<file path="config.mk">
export PLATFORM = sky130hd
export DESIGN_NAME = ysyx_23060203_ifu
export DESIGN_NICKNAME = d
export VERILOG_FILES = /design/src/rtl/ysyx_23060203_ifu_pkg.sv /design/src/rtl/ysyx_23060203_pc_reg.sv /design/src/rtl/ysyx_23060203_ifu.sv
export SDC_FILE = /design/constraint.sdc
export NUM_CORES = 1
export LEC_CHECK = 0
export BUFFER_PORTS_ARGS = -buffer_cell sky130_fd_sc_hd__buf_4
export CAP_MARGIN = 0
export CORE_MARGIN = 3
export CORE_UTILIZATION = 41
export DETAILED_ROUTE_END_ITERATION = 6
export PLACE_DENSITY = 0.82
export SLEW_MARGIN = 40
export SYNTH_ARGS = -nofsm -noshare
export SYNTH_HDL_FRONTEND = slang
export SYNTH_SLANG_ARGS = --single-unit
</file>
<file path="constraint.sdc">
create_clock -name clk -period 1.6 [get_ports clk]
set_clock_uncertainty 0.1 [all_clocks]
set_input_delay 0.16 -clock clk [delete_from_list [all_inputs] [get_ports clk]]
set_output_delay 0.16 -clock clk [all_outputs]
set_load 0.05 [all_outputs]
</file>
<file path="src/rtl/ysyx_23060203_ifu_pkg.sv">
// ============================================================================
// Module   : ysyx_23060203_ifu_pkg
// Brief    : Shared definitions for the NPC instruction fetch unit: FSM state
//            encodings, default reset PC and AXI response codes.
// Revision : 1.0 - initial release
// ============================================================================
`default_nettype none

package ysyx_23060203_ifu_pkg;

  // Fetch FSM states, 3-bit encoding
  typedef enum logic [2:0] {
    IFU_IDLE    = 3'd0,
    IFU_ADDR    = 3'd1,
    IFU_DATA    = 3'd2,
    IFU_OUT     = 3'd3,
    IFU_WAIT_PC = 3'd4
  } ifu_state_e;

  // Architectural PC after reset
  localparam logic [31:0] DEFAULT_RESET_PC = 32'h8000_0000;

  // AXI read response codes
  localparam logic [1:0] RESP_OKAY   = 2'b00;
  localparam logic [1:0] RESP_EXOKAY = 2'b01;
  localparam logic [1:0] RESP_SLVERR = 2'b10;
  localparam logic [1:0] RESP_DECERR = 2'b11;

  // Anything other than OKAY is treated as an access fault by the core
  function automatic logic resp_is_err(input logic [1:0] resp);
    return resp != RESP_OKAY;
  endfunction

endpackage

`default_nettype wire

</file>
<file path="src/rtl/ysyx_23060203_pc_reg.sv">
// ============================================================================
// Module   : ysyx_23060203_pc_reg
// Brief    : 32-bit PC register with load enable, async active-low reset to
//            RESET_PC.
// Revision : 1.0 - initial release
// ============================================================================
`default_nettype none

module ysyx_23060203_pc_reg
  import ysyx_23060203_ifu_pkg::*;
#(
  parameter logic [31:0] RESET_PC = DEFAULT_RESET_PC
) (
  input  logic        clk,
  input  logic        rst_n,
  input  logic        i_load,
  input  logic [31:0] i_d,
  output logic [31:0] o_q
);

  logic [31:0] r_pc;

  // Hold the PC unless write-back supplies a new one
  always_ff @(posedge clk or negedge rst_n) begin
    if (!rst_n) begin
      r_pc <= RESET_PC;
    end else if (i_load) begin
      r_pc <= i_d;
    end
  end

  assign o_q = r_pc;

endmodule

`default_nettype wire

</file>
<file path="src/rtl/ysyx_23060203_ifu.sv">
// ============================================================================
// Module   : ysyx_23060203_ifu
// Brief    : Multi-cycle instruction fetch unit. Owns the PC, issues one
//            AXI4-Lite read per instruction, hands {inst, pc, err} to the IDU
//            over valid/ready and then waits for write-back to supply dnpc.
// Revision : 1.0 - initial release
// ============================================================================
`default_nettype none

module ysyx_23060203_ifu
  import ysyx_23060203_ifu_pkg::*;
#(
  parameter logic [31:0] RESET_PC = DEFAULT_RESET_PC
) (
  input  logic        clk,
  input  logic        rst_n,
  // AXI4-Lite read channels toward memory
  output logic [31:0] ifu_araddr,
  output logic        ifu_arvalid,
  input  logic        ifu_arready,
  input  logic [31:0] ifu_rdata,
  input  logic [1:0]  ifu_rresp,
  input  logic        ifu_rvalid,
  output logic        ifu_rready,
  // Toward IDU
  output logic [31:0] inst,
  output logic [31:0] pc,
  output logic        out_err,
  output logic        out_valid,
  input  logic        out_ready,
  // From write-back
  input  logic [31:0] dnpc,
  input  logic        dnpc_valid
);

  ifu_state_e  r_state;
  ifu_state_e  w_state_next;
  logic        r_arvalid;
  logic        w_arvalid_next;
  logic        r_rready;
  logic        w_rready_next;
  logic        r_out_valid;
  logic        w_out_valid_next;
  logic        w_capture;
  logic        w_pc_load;
  logic [31:0] r_inst;
  logic        r_err;
  logic [31:0] w_pc;

  // Next state plus next values of the registered handshake outputs
  always_comb begin
    w_state_next     = r_state;
    w_arvalid_next   = r_arvalid;
    w_rready_next    = r_rready;
    w_out_valid_next = r_out_valid;
    w_capture        = 1'b0;
    w_pc_load        = 1'b0;
    case (r_state)
      IFU_IDLE: begin
        w_state_next   = IFU_ADDR;
        w_arvalid_next = 1'b1;
      end
      IFU_ADDR: begin
        if (r_arvalid && ifu_arready) begin
          w_state_next   = IFU_DATA;
          w_arvalid_next = 1'b0;
          w_rready_next  = 1'b1;
        end
      end
      IFU_DATA: begin
        if (r_rready && ifu_rvalid) begin
          w_state_next     = IFU_OUT;
          w_rready_next    = 1'b0;
          w_out_valid_next = 1'b1;
          w_capture        = 1'b1;
        end
      end
      IFU_OUT: begin
        if (r_out_valid && out_ready) begin
          w_state_next     = IFU_WAIT_PC;
          w_out_valid_next = 1'b0;
        end
      end
      IFU_WAIT_PC: begin
        // dnpc_valid is only honoured here; elsewhere the PC is left alone
        if (dnpc_valid) begin
          w_pc_load      = 1'b1;
          w_state_next   = IFU_ADDR;
          w_arvalid_next = 1'b1;
        end
      end
      default: begin
        w_state_next     = IFU_IDLE;
        w_arvalid_next   = 1'b0;
        w_rready_next    = 1'b0;
        w_out_valid_next = 1'b0;
      end
    endcase
  end

  // State and handshake output registers; reset drops all valids at once
  always_ff @(posedge clk or negedge rst_n) begin
    if (!rst_n) begin
      r_state     <= IFU_IDLE;
      r_arvalid   <= 1'b0;
      r_rready    <= 1'b0;
      r_out_valid <= 1'b0;
    end else begin
      r_state     <= w_state_next;
      r_arvalid   <= w_arvalid_next;
      r_rready    <= w_rready_next;
      r_out_valid <= w_out_valid_next;
    end
  end

  // Capture the fetched word; a faulting fetch delivers a zero instruction
  always_ff @(posedge clk or negedge rst_n) begin
    if (!rst_n) begin
      r_inst <= 32'h0000_0000;
      r_err  <= 1'b0;
    end else if (w_capture) begin
      r_inst <= resp_is_err(ifu_rresp) ? 32'h0000_0000 : ifu_rdata;
      r_err  <= resp_is_err(ifu_rresp);
    end
  end

  ysyx_23060203_pc_reg #(
    .RESET_PC (RESET_PC)
  ) u_pc_reg (
    .clk    (clk),
    .rst_n  (rst_n),
    .i_load (w_pc_load),
    .i_d    (dnpc),
    .o_q    (w_pc)
  );

  assign ifu_araddr  = w_pc;
  assign ifu_arvalid = r_arvalid;
  assign ifu_rready  = r_rready;
  assign inst        = r_inst;
  assign pc          = w_pc;
  assign out_err     = r_err;
  assign out_valid   = r_out_valid;

`ifndef SYNTHESIS
  // Flag a write-back redirect that arrives while no fetch is waiting for it
  always_ff @(posedge clk) begin
    if (rst_n && dnpc_valid) begin
      assert (r_state == IFU_WAIT_PC)
        else $warning("ifu: dnpc_valid outside WAIT_PC ignored (state=%0d)", r_state);
    end
  end
`endif

endmodule

`default_nettype wire

</file>
==> flow_summary.ini <==
[run_status]
status = finished, final reports clean

[sta]
period_needed_ns = 1.539
fin_crit_sh_pct = 96.18
max_freq_mhz = 649.8
worstMarginPinSlew_ns = 0.3367
hold_viol_final = 0
rsz0062_at_grt = no
tns_ns = 0
drv_slew = 0
slew_headroom_pct = 77.55
fin_hold_ws_ns = 0.02374
setup_viol = 0

[floorplanning]
start_util_pct = 43.32
die-area_um2 = 9511
die_w_um = 97.53
rows = 32
io_pins = 172
core_area_um2 = 7928
die_h_um = 97.53

[global_routing]
grt_max_degree = 36
grt_usage_pct = 18.78
grt-ovfl-total = 0
grt_pass1_vias = 2931
grt_pass1_wl_um = 14480
antenna_found_initial = 0

[finish]
fill_cells = 558
nNetsFinal = 564
fin_cells = 599
syn2layout_area_growth_pct = 58.94
antenna_cells = 0
utilization_pct = 68.86
drive_above_1_share_pct = 48.29

[placed_design]
hpwl_um = 6136
dpl.cell_count = 515
place_congestion = 0.8010
port_buffers = 171

[clock_tree]
cts_tree = yes
clock_path_buffers = 2
clk_latency_ns = 0.33
cts_root_buffer = clkbuf_8
htree_levels = 3
numCtsBuffers = 9
path_clk_slew_ns = 0.08
post_cts_resized = 0
cts_sinks = 71

[worst_setup_path]
path_class = flop to flop
critPathLaunch = r_state[0]$_DFFE_PN0P_
endpoint_kind = flop
r2r_start = r_state[0]$_DFFE_PN0P_
critPathLaunchType = flop
worstPathMaxFanout = 13
r2r_end = u_pc_reg.o_q[18]$_DFFE_PN0P_
ff2ff_path_depth = 4
cp-endpoint = u_pc_reg.o_q[18]$_DFFE_PN0P_
r2r_slack_ns = 0.06
cp_data_arrival_time_ns = 1.65
crit_required_ns = 1.71

[route]
viasPerCell = 4.566
drc = 0
wirelength_um = 9040
firstDrtPassIters = 4
antenna_left = 0
drt_iter0_markers = 98
vias = 2735
avgRoutedWirePerCell_um = 15.09

[synthesis]
synth_edf_count = 0
syn_area_um2 = 3435
synth.net_count = 348
synth.avg_cell_area_um2 = 12.44
ys.flop_type = dfrtp_1
synth-seq-cells = 71
ys_seq_area_share_pct = 51.77
async_flop_share_pct = 100.0
synth_cells = 276
synth_cell_types = 30
ys_warn_count = 0

[min_path]
hp-class = input pin to flop

[flow_run]
drv_cap = 0

[pwr]
leakagePower_nw = 2.745
ir_drop_mv = 1.051
power.density_nw_per_um2 = 2190
-- worst max-delay path, stage by stage, from the launching register on --
cell	delay (ns)
dfrtp_1	0.43
nor2_2	0.14
and3_4	0.26
buf_12	0.17
mux2_4	0.31
-- area by class of cell --
type	count	area [um2]	share of cell area (%)
Inverter	34	127.6	2.338
Clock buffer	9	123.9	2.269
Multi-Input combinational cell	125	1129	20.67
Tap cell	102	127.6	2.338
Clock inverter	7	73.82	1.352
Timing Repair Buffer	251	2100	38.46
Sequential cell	71	1778	32.57
-- stage by stage --
stage	cell area [um2]	setup WS, ns	total power [W]
4_1_cts	5444	0.02533	0.01200
5_1_grt	5459	0.01225	0.01245
6_report	5459	0.06108	0.01196
3_3_place_gp	4586	0.1065	0.01029
2_1_floorplan	3435	0.03605	0.008705
3_5_place_dp	4586	0.03556	0.01042
-- Yosys cell counts (2+ instances only) --
library cell  instances  area [um2]
o21ai_0               2       10.01
buf_6                 3       33.78
dfrtp_1              70        1752
buf_12                3       60.06
buf_8                 3       45.04
nand2b_1              3       18.77
mux2i_1              33       330.3
and3_4                2       22.52
nor2_1                2       7.510
a32oi_1               3       26.28
nand2_1              35       131.4
mux2_4               30       450.4
mux2_2                2       22.52
nor2b_4               2       27.53
clkbuf_1              3       11.26
buf_4                33       247.7
inv_1                34       127.6
-- kinds of logic after synthesis --
logic type | share of synthesized area [%]
buf+inv | 15.45
mux | 23.39
flops | 51.77
simple gates | 6.959
compound gates | 2.441
-- how the worst min path moves through the flow --
stage                                  end  depth (start not counted)   startpoint  slack, ns
5_1_grt             r_state[1]$_DFFE_PN0P_                          3  ifu_arready       0.04
3_3_place_gp   u_pc_reg.o_q[4]$_DFFE_PN0P_                          1        rst_n      -0.07
6_report           ifu_arvalid$_DFFE_PN0P_                          4  ifu_arready       0.02
3_5_place_dp   u_pc_reg.o_q[4]$_DFFE_PN0P_                          1        rst_n      -0.06
4_1_cts            ifu_arvalid$_DFFE_PN0P_                          4  ifu_arready       0.01
2_1_floorplan      ifu_arvalid$_DFFE_PN0P_                          0        rst_n      -0.24
-- power breakdown --
part | switching [W] | total, W | internal [W]
logic | 0.00496 | 0.00742 | 0.00246
registers | 0.000598 | 0.00313 | 0.00253
clock network | 0.000684 | 0.00141 | 0.000722
-- layer usage --
layer / up-vias / part of all wire [%] / GRT usage, %
met1: 1331 / 37 / 20.85
met2: 105 / 55 / 35.27
met5: - / 0 / 0
li1: 1284 / - / -
met3: 15 / 5.4 / 4.020
met4: 0 / 1.9 / 6.177
-- registers in the layout, summed over array words and instances, names as in the netlist --
name	cells
out_err	1
r_state	3
u_pc_reg.o_q	32
ifu_rready	1
out_valid	1
ifu_arvalid	1
inst	32
-- layout by cell type (no fill, tap or decap) --
cell type / synthesis / layout
clkinv_4: 0 / 3
nor2_2: 1 / 2
o31ai_1: 1 / 1
nor2b_4: 2 / 2
clkinvlp_4: 0 / 1
mux2_4: 30 / 30
buf_12: 3 / 4
clkinv_2: 0 / 2
a32oi_1: 3 / 3
nand3b_1: 1 / 1
bufinv_16: 0 / 1
o32ai_1: 1 / 1
nand2_1: 35 / 35
dfstp_2: 1 / 1
nand3_1: 1 / 1
inv_1: 34 / 34
dlygate4sd3_1: 0 / 66
o22a_1: 1 / 1
nor2_1: 2 / 1
a221oi_1: 1 / 1
mux2_2: 2 / 2
clkbuf_8: 0 / 9
o21ai_0: 2 / 2
buf_4: 33 / 181
a21o_1: 1 / 1
and3_4: 2 / 2
mux2i_1: 33 / 33
dfrtp_1: 70 / 70
nand4_1: 1 / 1
a31oi_1: 1 / 1
nand2b_1: 3 / 3
nor2b_1: 1 / 1
-- repair_timing --
action	in CTS	in global routing
hold buffers	66	0
buffers inserted	0	2
endpoints found under the hold margin	136	0
endpoints found under the setup margin	0	20
Note: power is estimated with default switching activity, not from simulation.
